$ cat src/rtl/mem_access_stage_if.sv
// Execute, data-memory and writeback signals of the memory-access stage, named from the stage's side.
// The slave modport is the stage; the master modport drives execute, memory and writeback.
interface mem_access_stage_if #(
    parameter int DWIDTH = 32,
    parameter int AWIDTH = 32
);
    logic              ex_valid_i;
    logic              ex_ready_o;
    logic [AWIDTH-1:0] ex_pc_i;
    logic [DWIDTH-1:0] ex_res_i;
    logic [DWIDTH-1:0] ex_rs2_i;
    logic [6:0]        ex_opcode_i;
    logic [2:0]        ex_funct3_i;
    logic [4:0]        ex_rd_i;

    logic              dmem_req_o;
    logic              dmem_gnt_i;
    logic              dmem_we_o;
    logic [AWIDTH-1:0] dmem_addr_o;
    logic [3:0]        dmem_be_o;
    logic [DWIDTH-1:0] dmem_wdata_o;
    logic              dmem_rvalid_i;
    logic [DWIDTH-1:0] dmem_rdata_i;

    logic              wb_valid_o;
    logic              wb_ready_i;
    logic              wb_we_o;
    logic [4:0]        wb_rd_o;
    logic [DWIDTH-1:0] wb_data_o;
    logic              err_o;

    modport slave (
        input  ex_valid_i, ex_pc_i, ex_res_i, ex_rs2_i, ex_opcode_i, ex_funct3_i, ex_rd_i,
        output ex_ready_o,
        output dmem_req_o, dmem_we_o, dmem_addr_o, dmem_be_o, dmem_wdata_o,
        input  dmem_gnt_i, dmem_rvalid_i, dmem_rdata_i,
        output wb_valid_o, wb_we_o, wb_rd_o, wb_data_o, err_o,
        input  wb_ready_i
    );

    modport master (
        output ex_valid_i, ex_pc_i, ex_res_i, ex_rs2_i, ex_opcode_i, ex_funct3_i, ex_rd_i,
        input  ex_ready_o,
        input  dmem_req_o, dmem_we_o, dmem_addr_o, dmem_be_o, dmem_wdata_o,
        output dmem_gnt_i, dmem_rvalid_i, dmem_rdata_i,
        input  wb_valid_o, wb_we_o, wb_rd_o, wb_data_o, err_o,
        output wb_ready_i
    );
endinterface

$ cat src/rtl/mem_access_stage.sv
// Memory stage: one instruction in flight; ALU ops 1 cycle, stores 2+, loads 3+ cycles to writeback.
// Execute is stalled (ex_ready_o=0) until writeback takes the packet; dmem outputs hold until grant.
module mem_access_stage #(
    parameter int DWIDTH = 32,
    parameter int AWIDTH = 32
) (
    input logic               clk_i,
    input logic               rst_ni,
    mem_access_stage_if.slave bus
);
    localparam logic [6:0] OP_LOAD   = 7'b0000011;
    localparam logic [6:0] OP_STORE  = 7'b0100011;
    localparam logic [6:0] OP_OP     = 7'b0110011;
    localparam logic [6:0] OP_OPIMM  = 7'b0010011;
    localparam logic [6:0] OP_LUI    = 7'b0110111;
    localparam logic [6:0] OP_AUIPC  = 7'b0010111;
    localparam logic [6:0] OP_JAL    = 7'b1101111;
    localparam logic [6:0] OP_JALR   = 7'b1100111;

    typedef enum logic [1:0] {S_IDLE, S_REQ, S_WAIT, S_RESP} state_t;

    state_t r_state, w_next;

    logic [1:0]        w_off;
    logic              w_is_load, w_is_store, w_illegal, w_misalign, w_err, w_wb_we;
    logic [3:0]        w_be;
    logic [DWIDTH-1:0] w_wdata, w_wb_data, w_shifted, w_load_data;

    logic [AWIDTH-1:0] r_addr;
    logic [3:0]        r_be;
    logic [DWIDTH-1:0] r_wdata, r_wb_data;
    logic              r_dmem_we, r_wb_we, r_err;
    logic [4:0]        r_rd;
    logic [1:0]        r_off;
    logic [2:0]        r_funct3;

    // Decode of the instruction currently offered by execute.
    always_comb begin
        w_off      = bus.ex_res_i[1:0];
        w_is_load  = (bus.ex_opcode_i == OP_LOAD);
        w_is_store = (bus.ex_opcode_i == OP_STORE);
        w_illegal  = 1'b0;
        if (w_is_load)
            w_illegal = (bus.ex_funct3_i == 3'b011) || (bus.ex_funct3_i[2:1] == 2'b11);
        else if (w_is_store)
            w_illegal = (bus.ex_funct3_i >= 3'b011);
        case (bus.ex_funct3_i[1:0])
            2'b01:   w_misalign = w_off[0];
            2'b10:   w_misalign = (w_off != 2'b00);
            default: w_misalign = 1'b0;
        endcase
        w_err   = (w_is_load || w_is_store) && (w_illegal || w_misalign);
        w_wb_we = !w_err && (bus.ex_rd_i != 5'd0) &&
                  (w_is_load || bus.ex_opcode_i == OP_OP || bus.ex_opcode_i == OP_OPIMM ||
                   bus.ex_opcode_i == OP_LUI || bus.ex_opcode_i == OP_AUIPC ||
                   bus.ex_opcode_i == OP_JAL || bus.ex_opcode_i == OP_JALR);
        w_be    = 4'b1111;
        w_wdata = bus.ex_rs2_i;
        if (w_is_store) begin
            case (bus.ex_funct3_i[1:0])
                2'b00: begin
                    w_be    = 4'b0001 << w_off;
                    w_wdata = {4{bus.ex_rs2_i[7:0]}};
                end
                2'b01: begin
                    w_be    = 4'b0011 << w_off;
                    w_wdata = {2{bus.ex_rs2_i[15:0]}};
                end
                default: ;
            endcase
        end
        if (bus.ex_opcode_i == OP_JAL || bus.ex_opcode_i == OP_JALR)
            w_wb_data = DWIDTH'(bus.ex_pc_i + AWIDTH'(4));
        else
            w_wb_data = bus.ex_res_i;
    end

    // Lane select and extension of the returned read word.
    always_comb begin
        w_shifted = bus.dmem_rdata_i >> {r_off, 3'b000};
        case (r_funct3)
            3'b000:  w_load_data = {{(DWIDTH-8){w_shifted[7]}}, w_shifted[7:0]};
            3'b001:  w_load_data = {{(DWIDTH-16){w_shifted[15]}}, w_shifted[15:0]};
            3'b100:  w_load_data = {{(DWIDTH-8){1'b0}}, w_shifted[7:0]};
            3'b101:  w_load_data = {{(DWIDTH-16){1'b0}}, w_shifted[15:0]};
            default: w_load_data = bus.dmem_rdata_i;
        endcase
    end

    always_ff @(posedge clk_i or negedge rst_ni) begin
        if (!rst_ni) r_state <= S_IDLE;
        else         r_state <= w_next;
    end

    always_comb begin
        w_next         = r_state;
        bus.ex_ready_o = 1'b0;
        bus.dmem_req_o = 1'b0;
        bus.wb_valid_o = 1'b0;
        case (r_state)
            S_IDLE: begin
                bus.ex_ready_o = 1'b1;
                if (bus.ex_valid_i)
                    w_next = ((w_is_load || w_is_store) && !w_err) ? S_REQ : S_RESP;
            end
            S_REQ: begin
                bus.dmem_req_o = 1'b1;
                if (bus.dmem_gnt_i) w_next = r_dmem_we ? S_RESP : S_WAIT;
            end
            S_WAIT: begin
                if (bus.dmem_rvalid_i) w_next = S_RESP;
            end
            S_RESP: begin
                bus.wb_valid_o = 1'b1;
                if (bus.wb_ready_i) w_next = S_IDLE;
            end
            default: w_next = S_IDLE;
        endcase
    end

    always_ff @(posedge clk_i or negedge rst_ni) begin
        if (!rst_ni) begin
            r_addr    <= '0;
            r_be      <= '0;
            r_wdata   <= '0;
            r_wb_data <= '0;
            r_dmem_we <= 1'b0;
            r_wb_we   <= 1'b0;
            r_err     <= 1'b0;
            r_rd      <= '0;
            r_off     <= '0;
            r_funct3  <= '0;
        end else begin
            if (r_state == S_IDLE && bus.ex_valid_i) begin
                r_addr    <= {bus.ex_res_i[AWIDTH-1:2], 2'b00};
                r_be      <= w_be;
                r_wdata   <= w_wdata;
                r_wb_data <= w_wb_data;
                r_dmem_we <= w_is_store;
                r_wb_we   <= w_wb_we;
                r_err     <= w_err;
                r_rd      <= bus.ex_rd_i;
                r_off     <= w_off;
                r_funct3  <= bus.ex_funct3_i;
            end
            // Read data only counts once the grant has moved us into WAIT.
            if (r_state == S_WAIT && bus.dmem_rvalid_i)
                r_wb_data <= w_load_data;
        end
    end

    assign bus.dmem_we_o    = r_dmem_we;
    assign bus.dmem_addr_o  = r_addr;
    assign bus.dmem_be_o    = r_be;
    assign bus.dmem_wdata_o = r_wdata;
    assign bus.wb_we_o      = r_wb_we;
    assign bus.wb_rd_o      = r_rd;
    assign bus.wb_data_o    = r_wb_data;
    assign bus.err_o        = r_err;
endmodule

$ cat src/flat_wrapper.sv
// flat-port wrapper written by rule: the top's interface ports become plain ports
module mem_access_stage_flat 
#(
    parameter int DWIDTH = 32,
    parameter int AWIDTH = 32
)
  (clk_i, rst_ni, bus_ex_valid_i, bus_ex_pc_i, bus_ex_res_i, bus_ex_rs2_i, bus_ex_opcode_i, bus_ex_funct3_i, bus_ex_rd_i, bus_ex_ready_o, bus_dmem_req_o, bus_dmem_we_o, bus_dmem_addr_o, bus_dmem_be_o, bus_dmem_wdata_o, bus_dmem_gnt_i, bus_dmem_rvalid_i, bus_dmem_rdata_i, bus_wb_valid_o, bus_wb_we_o, bus_wb_rd_o, bus_wb_data_o, bus_err_o, bus_wb_ready_i);
  mem_access_stage_if #(.DWIDTH(DWIDTH), .AWIDTH(AWIDTH)) bus_i ();
  input logic clk_i;
  input logic rst_ni;
  input wire logic [$bits(bus_i.ex_valid_i)-1:0] bus_ex_valid_i;
  input wire logic [$bits(bus_i.ex_pc_i)-1:0] bus_ex_pc_i;
  input wire logic [$bits(bus_i.ex_res_i)-1:0] bus_ex_res_i;
  input wire logic [$bits(bus_i.ex_rs2_i)-1:0] bus_ex_rs2_i;
  input wire logic [$bits(bus_i.ex_opcode_i)-1:0] bus_ex_opcode_i;
  input wire logic [$bits(bus_i.ex_funct3_i)-1:0] bus_ex_funct3_i;
  input wire logic [$bits(bus_i.ex_rd_i)-1:0] bus_ex_rd_i;
  output wire logic [$bits(bus_i.ex_ready_o)-1:0] bus_ex_ready_o;
  output wire logic [$bits(bus_i.dmem_req_o)-1:0] bus_dmem_req_o;
  output wire logic [$bits(bus_i.dmem_we_o)-1:0] bus_dmem_we_o;
  output wire logic [$bits(bus_i.dmem_addr_o)-1:0] bus_dmem_addr_o;
  output wire logic [$bits(bus_i.dmem_be_o)-1:0] bus_dmem_be_o;
  output wire logic [$bits(bus_i.dmem_wdata_o)-1:0] bus_dmem_wdata_o;
  input wire logic [$bits(bus_i.dmem_gnt_i)-1:0] bus_dmem_gnt_i;
  input wire logic [$bits(bus_i.dmem_rvalid_i)-1:0] bus_dmem_rvalid_i;
  input wire logic [$bits(bus_i.dmem_rdata_i)-1:0] bus_dmem_rdata_i;
  output wire logic [$bits(bus_i.wb_valid_o)-1:0] bus_wb_valid_o;
  output wire logic [$bits(bus_i.wb_we_o)-1:0] bus_wb_we_o;
  output wire logic [$bits(bus_i.wb_rd_o)-1:0] bus_wb_rd_o;
  output wire logic [$bits(bus_i.wb_data_o)-1:0] bus_wb_data_o;
  output wire logic [$bits(bus_i.err_o)-1:0] bus_err_o;
  input wire logic [$bits(bus_i.wb_ready_i)-1:0] bus_wb_ready_i;
  assign bus_i.ex_valid_i = bus_ex_valid_i;
  assign bus_i.ex_pc_i = bus_ex_pc_i;
  assign bus_i.ex_res_i = bus_ex_res_i;
  assign bus_i.ex_rs2_i = bus_ex_rs2_i;
  assign bus_i.ex_opcode_i = bus_ex_opcode_i;
  assign bus_i.ex_funct3_i = bus_ex_funct3_i;
  assign bus_i.ex_rd_i = bus_ex_rd_i;
  assign bus_ex_ready_o = bus_i.ex_ready_o;
  assign bus_dmem_req_o = bus_i.dmem_req_o;
  assign bus_dmem_we_o = bus_i.dmem_we_o;
  assign bus_dmem_addr_o = bus_i.dmem_addr_o;
  assign bus_dmem_be_o = bus_i.dmem_be_o;
  assign bus_dmem_wdata_o = bus_i.dmem_wdata_o;
  assign bus_i.dmem_gnt_i = bus_dmem_gnt_i;
  assign bus_i.dmem_rvalid_i = bus_dmem_rvalid_i;
  assign bus_i.dmem_rdata_i = bus_dmem_rdata_i;
  assign bus_wb_valid_o = bus_i.wb_valid_o;
  assign bus_wb_we_o = bus_i.wb_we_o;
  assign bus_wb_rd_o = bus_i.wb_rd_o;
  assign bus_wb_data_o = bus_i.wb_data_o;
  assign bus_err_o = bus_i.err_o;
  assign bus_i.wb_ready_i = bus_wb_ready_i;
  mem_access_stage #(.DWIDTH(DWIDTH), .AWIDTH(AWIDTH)) u_core (.clk_i(clk_i), .rst_ni(rst_ni), .bus(bus_i));
endmodule
$ cat config.mk
export PLATFORM = sky130hd
export DESIGN_NAME = mem_access_stage_flat
export DESIGN_NICKNAME = d
export VERILOG_FILES = /design/src/rtl/mem_access_stage_if.sv /design/src/rtl/mem_access_stage.sv /design/src/flat_wrapper.sv
export SDC_FILE = /design/constraint.sdc
export NUM_CORES = 1
export LEC_CHECK = 0
export CORE_MARGIN = 5
export CORE_UTILIZATION = 25
export CTS_BUF_LIST = sky130_fd_sc_hd__clkbuf_4 sky130_fd_sc_hd__clkbuf_8 sky130_fd_sc_hd__clkbuf_16
export CTS_CLUSTER_DIAMETER = 100
export DETAILED_ROUTE_END_ITERATION = 7
export PLACE_DENSITY_LB_ADDON = 0.05
export SLEW_MARGIN = 40
export SYNTH_ARGS = -nofsm -noshare
export SYNTH_HDL_FRONTEND = slang
export SYNTH_SLANG_ARGS = --single-unit
export TNS_END_PERCENT = 20
$ cat constraint.sdc
create_clock -name clk_i -period 5 [get_ports clk_i]
set_input_delay 1 -clock clk_i [delete_from_list [all_inputs] [get_ports clk_i]]
set_output_delay 1 -clock clk_i [all_outputs]
set_load 0.03 [all_outputs]
==> metrics.md, run 1 <==
| Metric | Value |
|---|---|
| Initial drt markers | 414 |
| Crit Path Class | register to output pin |
| Share of cells above drive strength 1 | 0.06335 |
| Clock slew at reported path FFs | 60 ps |
| Warnings, synthesis | 0 |
| Netlist Area Pre-Place | 6506 um^2 |
| Sequential power share | 0.272 |
| Netlist cell types | 66 |
| Register area | 2828 um^2 |
| Std-Cell Rows | 59 |
| Setup crit end kind | output pin |
| PortBufs | 257 |
| Clock power share | 0.218 |
| Die width | 171.3 um |
| Status | finished, final reports clean |
| Multi-input logic area | 3420 um^2 |
| Lkg Pwr | 4.252 nW |
| Most common cell after layout, fill and taps aside | clkdlybuf4s50_1 |
| Min Tclk post-route | 3010 ps |
| Sequential fraction of the synthesis area | 0.4346 |
| Dominant synthesized flop cell | dfrtp_1 |
| Rel. slew slack | 0.4574 |
| DP Worst Slack | 1530 ps |
| Worst-Margin Slew | 813.9 ps |
| Largest net degree at the start of global routing | 61 |
| Combinational power share | 0.510 |
| CTS tree | built |
| Total negative slack | 0 ps |
| Pwr dens | 594.9 nW/um^2 |
| Placed insts | 1329 |
| # clock sinks | 113 |
| CTS Hold Bufs | 0 |
| Worst hold path startpoint | u_core.bus.dmem_addr_o[5] |
| Via count | 6637 |
| Initial antenna violation count | 2 |
| Mapped Avg Cell Area | 8.363 um^2 |
| Required @ worst endpoint | 4000 ps |
| DRT Pass-1 Iters | 4 |
| Worst Path Arrival | 2010 ps |
| Hold_ws | 468.4 ps |
| Setup crit start | u_core.r_state[0] |
| Worst Hold Class | register to register |
| Reg2reg start | u_core.r_off[1] |
| Max Clk Rate | 332.3 MHz |
| Routed Antenna Nets | 0 |
| EDFF count, synth | 0 |
| Seq cells post-synth | 113 |
| Min-Delay Endpoint | u_core.bus.dmem_addr_o[5] |
| RSZ-0062 raised after global routing | false |
| Initial Util | 0.2518 |
| Synth Instances | 778 |
| Avg WL per Cell | 21.03 um |
| Post-cts sizing count | 0 |
| Final Worst Setup Slack | 1990 ps |
| Worst R2R Setup Slack | 2290 ps |
| GRT Total Usage | 0.1897 |
| Fin. Hold Viols | 0 |
| Max cap viols | 0 |
| # setup viols final | 0 |
| Crit path max fanout | 7 |
| Sw Share | 0.4288 |
| Longest Clk Path Bufs | 2 |
| Filler cells | 2674 |
| # IOs | 260 |
| Worst Hold Depth | 2 |
| Worst-skew pair later-pin latency | 420 ps |
| CORE AREA | 25840 um^2 |
| CP cell instances | inv_1, ha_1, clkdlybuf4s50_1 |
| Most frequent cells in the layout | clkdlybuf4s50_1, nand2_1, dfrtp_1 |
| Sw Pwr | 2.554 mW |
| Gpl congestion | 0.8402 |
| GRT overflow | 0 |
| Final setup skew | 13.65 ps |
| Async set-or-reset flop fraction in the synthesized netlist | 1.000 |
| Worst Setup Start Kind | register |
| Worst vdd ir | 0.2597 mV |
| Total CTS buffers | 17 |
| Clk root buf | clkbuf_16 |
| RR Endpoint | u_core.bus.wb_data_o[17] |
| DRC | 0 |
| Global-route wire length before repair | 41.90 mm |
| CP peak stage delay | 740 ps |
| Total Wirelength | 28.67 mm |
| Area growth, synth to finish | 53.87% |
| Die Height | 171.3 um |
| # Post-CTS Setup Buffers | 0 |
| Post-route insts no fill | 1363 |
| Final nets | 1171 |
| Vias in the first global route | 6481 |
| Slowest stage cell, crit path | clkdlybuf4s50_1 |
| Final period utilization | 0.6019 |
| Full die area | 29350 um^2 |
| Worst reg2reg path depth | 4 |
| H-tree depth | 4 |
| Post-DP HPWL | 22.46 mm |
| Internal power | 3.402 mW |
| Fin. max-slew vios | 0 |
| Avg Vias per Cell | 4.869 |
-- power by group through the flow --
| stage | Combinational (mW) | Sequential, mW | Clock (mW) |
|---|---|---|---|
| final | 3.04 | 1.62 | 1.30 |
| after global placement | 3.07 | 1.63 | 0 |
| after floorplan | 1.06 | 2.29 | 0 |
| after detailed placement | 3.06 | 1.63 | 0 |
| after CTS | 3.07 | 1.62 | 1.33 |
| after global routing | 3.26 | 1.67 | 1.36 |
-- routing by layer --
layer / track usage / share of wire / vias to the layer above
met5: 0 / 0 / -
met2: 0.2881 / 0.45 / 228
met3: 0.04459 / 0.059 / 18
met4: 0.05098 / 0.015 / 0
li1: - / - / 3206
met1: 0.2717 / 0.48 / 3185
-- sequential cells by signal (all words and copies together) (netlist names) --
signal,flops
u_core.bus.wb_data_o,32
u_core.r_state,2
u_core.bus.wb_we_o,1
u_core.bus.dmem_we_o,1
u_core.bus.dmem_be_o,4
u_core.bus.wb_rd_o,5
u_core.r_funct3,3
u_core.r_off,2
u_core.bus.dmem_wdata_o,32
u_core.bus.dmem_addr_o,30
u_core.bus.err_o,1
-- how the worst max path moves through the flow --
stage | cells past startpoint | endpoint | slack [ps]
after floorplan | 7 | u_core.bus.dmem_wdata_o[31] | 2510
after CTS | 3 | bus_ex_ready_o | 1950
after global placement | 5 | u_core.bus.wb_data_o[31] | 1590
final | 3 | bus_ex_ready_o | 1990
after detailed placement | 5 | u_core.bus.wb_data_o[30] | 1530
after global routing | 3 | bus_ex_ready_o | 1880
-- cell families after synthesis --
kind of cell	Yosys count	share of synthesized area
AOI/OAI and AO/OA	171	0.1844
DFF	113	0.4346
xor gates and xnor gates	24	0.03231
and+or+nand+nor	370	0.2515
muxes	21	0.03461
adders and majority gates	9	0.01731
other	1	0.0005764
buffers and inverters	69	0.04462
-- synth_stat cells (4+ instances only) --
library cell  instances  area (um^2)
o311ai_0              4        35.03
mux2i_1              18        180.2
inv_1                16        60.06
nand4_1               9        56.30
a2bb2oi_1             7        61.31
a21o_1                4        30.03
nand3_1              33        165.2
xor2_1               11        96.34
a22oi_1              17        127.6
o221ai_1              4        35.03
a21oi_1              25        125.1
a31oi_1              11        68.82
o211ai_1             11        82.58
o21ai_0              36        180.2
nor3_1                8        40.04
buf_1                 9        33.78
ha_1                  9        112.6
xnor2_1              13        113.9
nor4_1                5        31.28
dfrtp_1             113         2828
a211o_1               6        52.55
a32oi_1               7        61.31
o22ai_1               4        25.02
nand2_1             225        844.6
nand2b_1              4        25.02
buf_2                10        50.05
clkbuf_1             30        112.6
and3_1               11        68.82
nor2_1               52        195.2
a211oi_1              7        52.55
-- worst max-delay path, delay by kind of cell (launching register included) --
| kind | cells | cell delay [ps] |
|---|---|---|
| DFF | 1 | 430 |
| adders and majority gates | 1 | 330 |
| buffers and inverters | 2 | 840 |
-- cell type report --
| class | instances | share of cell area |
|---|---|---|
| clock inverters | 11 | 0.01525 |
| repair buffers | 268 | 0.2650 |
| well taps | 335 | 0.04187 |
| diodes | 2 | 0.0004999 |
| flip-flops and latches | 113 | 0.2825 |
| inverters | 16 | 0.005999 |
| multi-input cells | 597 | 0.3416 |
| clock buffers | 21 | 0.04737 |
-- metrics by stage --
stage / power (mW) / cell area (um^2) / util
after floorplan: 3.348 / 6510 / -
after global placement: 4.696 / 9366 / 0.3625
after detailed placement: 4.697 / 9374 / 0.3628
after CTS: 6.022 / 10000 / 0.3871
after global routing: 6.288 / 10010 / 0.3875
final: 5.956 / 10010 / 0.3875
No activity file was read; power rests on OpenSTA's default activity.
==> run 2: changes to the inputs <==
Clock period 5 ns to 2.6 ns, I/O delays scaled along.
==> metrics.md, run 2 (synthesis gave the netlist of run 1 again) <==
| Metric | Value |
|---|---|
| Status | finished, final reports clean |
| M1 GR Usage | 0.2845 (+0.01277) |
| Full die area | 29350 um^2 (unchanged) |
| Worst vdd ir | 0.4857 mV (+87%) |
| Worst reg2reg path depth | 7 (+3) |
| Hold_ws | 455.9 ps (-12.51 ps) |
| Reg2reg start | u_core.r_state[0] |
| Longest Clk Path Bufs | 2 (unchanged) |
| Std-Cell Rows | 59 (unchanged) |
| # setup viols final | 0 (unchanged) |
| Die width | 171.3 um (unchanged) |
| Initial antenna violation count | 0 (-2) |
| CORE AREA | 25840 um^2 (unchanged) |
| # Post-CTS Setup Buffers | 0 (unchanged) |
| Area growth, synth to finish | 59.96% |
| Setup crit end kind | output pin |
| Final setup skew | 18.82 ps (+5.168 ps) |
| Combinational power share | 0.525 (+0.015) |
| Sw Pwr | 4.995 mW (+96%) |
| Share of cells above drive strength 1 | 0.1026 (+0.03926) |
| Required @ worst endpoint | 2080 ps (-1920 ps) |
| GRT overflow | 0 (unchanged) |
| Routed Antenna Nets | 0 (unchanged) |
| GRT Total Usage | 0.1973 (+0.007587) |
| Worst-skew pair later-pin latency | 430 ps (about the same) |
| N_diodes | 0 (-2) |
| Post-layout instance area | 10410 um^2 (+4.0%) |
| H-tree depth | 4 (unchanged) |
| Post-DP HPWL | 23.30 mm (+3.7%) |
| Met3 Use GR | 0.03999 (-0.004597) |
| Internal power | 6.479 mW (+90%) |
| DRC | 0 (unchanged) |
| Rel. slew slack | 0.5122 (+0.05478) |
| # clock sinks | 113 (unchanged) |
| Global-route wire length before repair | 43.95 mm (+4.9%) |
| Clock slew at reported path FFs | 60 ps (about the same) |
| Worst Path Arrival | 1790 ps (-220 ps) |
| Avg Vias per Cell | 4.842 (-0.57%) |
| DP Worst Slack | 6.302 ps (-1524 ps) |
| Post-route insts no fill | 1407 (+3.2%) |
| Avg WL per Cell | 20.72 um (-1.5%) |
| Clk root buf | clkbuf_16 |
| Total negative slack | 0 ps (unchanged) |
| Max Clk Rate | 432.0 MHz |
| Lkg Pwr | 4.503 nW (+5.9%) |
| Overall power | 11.47 mW (+93%) |
| Filler cells | 2690 (+0.60%) |
| # IOs | 260 (unchanged) |
| Fin. max-slew vios | 0 (unchanged) |
| Total CTS buffers | 17 (unchanged) |
| PortBufs | 257 (unchanged) |
| Final nets | 1217 (+3.9%) |
| Total Wirelength | 29.15 mm (+1.7%) |
| Most common cell after layout, fill and taps aside | clkdlybuf4s50_1 |
| RR Endpoint | u_core.bus.wb_data_o[15] |
| Sw Share | 0.4353 (+0.006486) |
| Min Tclk post-route | 2315 ps |
| Fin. Hold Viols | 0 (unchanged) |
| Gr busiest metal | met2 |
| DP Area | 9804 um^2 (+4.6%) |
| Sequential power share | 0.269 (-0.003) |
| Crit path max fanout | 5 (-2) |
| Gpl congestion | 0.8612 (+2.5%) |
| Crit Path Class | register to output pin |
| Final Worst Setup Slack | 285.4 ps (-1705 ps) |
| Initial drt markers | 466 (+13%) |
| Placed insts | 1374 (+3.4%) |
| DRT Pass-1 Iters | 5 (+1) |
| RSZ-0062 raised after global routing | false |
| Worst R2R Setup Slack | 380 ps (-1910 ps) |
| Initial Util | 0.2518 (unchanged) |
| CTS tree | built |
| Final period utilization | 0.8902 |
| Worst-Margin Slew | 728.4 ps (-85.57 ps) |
| Die Height | 171.3 um (unchanged) |
| Max cap viols | 0 (unchanged) |
| Worst Setup Start Kind | register |
| Post-Route Utilization | 0.4028 (+0.01535) |
| GR Util met2 | 0.3047 (+0.01661) |
| Vias in the first global route | 7044 (+8.7%) |
| Pwr dens | 1103 nW/um^2 (+85%) |
| Clock power share | 0.206 (-0.012) |
| Largest net degree at the start of global routing | 57 (-6.6%) |
| Most frequent cells in the layout | clkdlybuf4s50_1, nand2_1, dfrtp_1 |
| Worst Hold Class | input port to async pin |
| Via count | 6812 (+2.6%) |
[run 2: layout make-up]
type                       instances  area [um^2]  area share
timing repair buffer             314         3103      0.2981
tap                              335        419.2     0.04027
inverter                          16        60.06    0.005771
clock inverter                    14        157.7     0.01515
multi-input combinational        597         3407      0.3274
sequential                       113         2828      0.2717
clock buffer                      18        432.9     0.04160
[run 2: how the worst max path moves through the flow]
stage          depth (start not counted)                  endpoint  slack [ps]               from
4_1_cts                                3            bus_ex_ready_o          40  u_core.r_state[0]
2_1_floorplan                          8   u_core.bus.dmem_be_o[3]         510  u_core.r_state[0]
3_5_place_dp                           8  u_core.bus.wb_data_o[16]           6     bus_ex_pc_i[2]
3_3_place_gp                           8  u_core.bus.wb_data_o[16]          20     bus_ex_pc_i[2]
5_1_grt                                8  u_core.bus.wb_data_o[27]         160  u_core.r_state[0]
6_report                               3            bus_dmem_req_o         290  u_core.r_state[1]
[run 2: power groups by stage]
stage / clock network (mW) / logic (mW) / registers, mW
2_1_floorplan: 0 / 2.04 / 4.40
3_3_place_gp: 0 / 6.06 / 3.12
3_5_place_dp: 0 / 6.07 / 3.12
4_1_cts: 2.41 / 6.09 / 3.10
5_1_grt: 2.49 / 6.48 / 3.20
6_report: 2.36 / 6.02 / 3.09
[run 2: critical path: stages (launching register included)]
cell and delay, ps:
dfrtp_1 420, inv_1 100, ha_1 190, clkdlybuf4s50_1 690
[run 2: what timing repair did]
item | 4_1_cts | 5_1_grt
endpoints found under the hold margin | 4 | 0
resized for setup | 0 | 1
endpoints found under the setup margin | 0 | 1
hold buffers | 1 | 0
[run 2: per-layer routing]
| metal | wire length, um | up-vias |
|---|---|---|
| met5 | 0 | - |
| met3 | 1700 | 21 |
| met1 | 13890 | 3266 |
| met2 | 13200 | 234 |
| li1 | - | 3291 |
| met4 | 363 | 0 |
==> run 3: changes to the inputs <==
Settings changed: GPL_ROUTABILITY_DRIVEN set to 0, TNS_END_PERCENT 20 to 50.
==> results of run 3 <==
Final layout, timing and power as in run 2 (identical DEF).
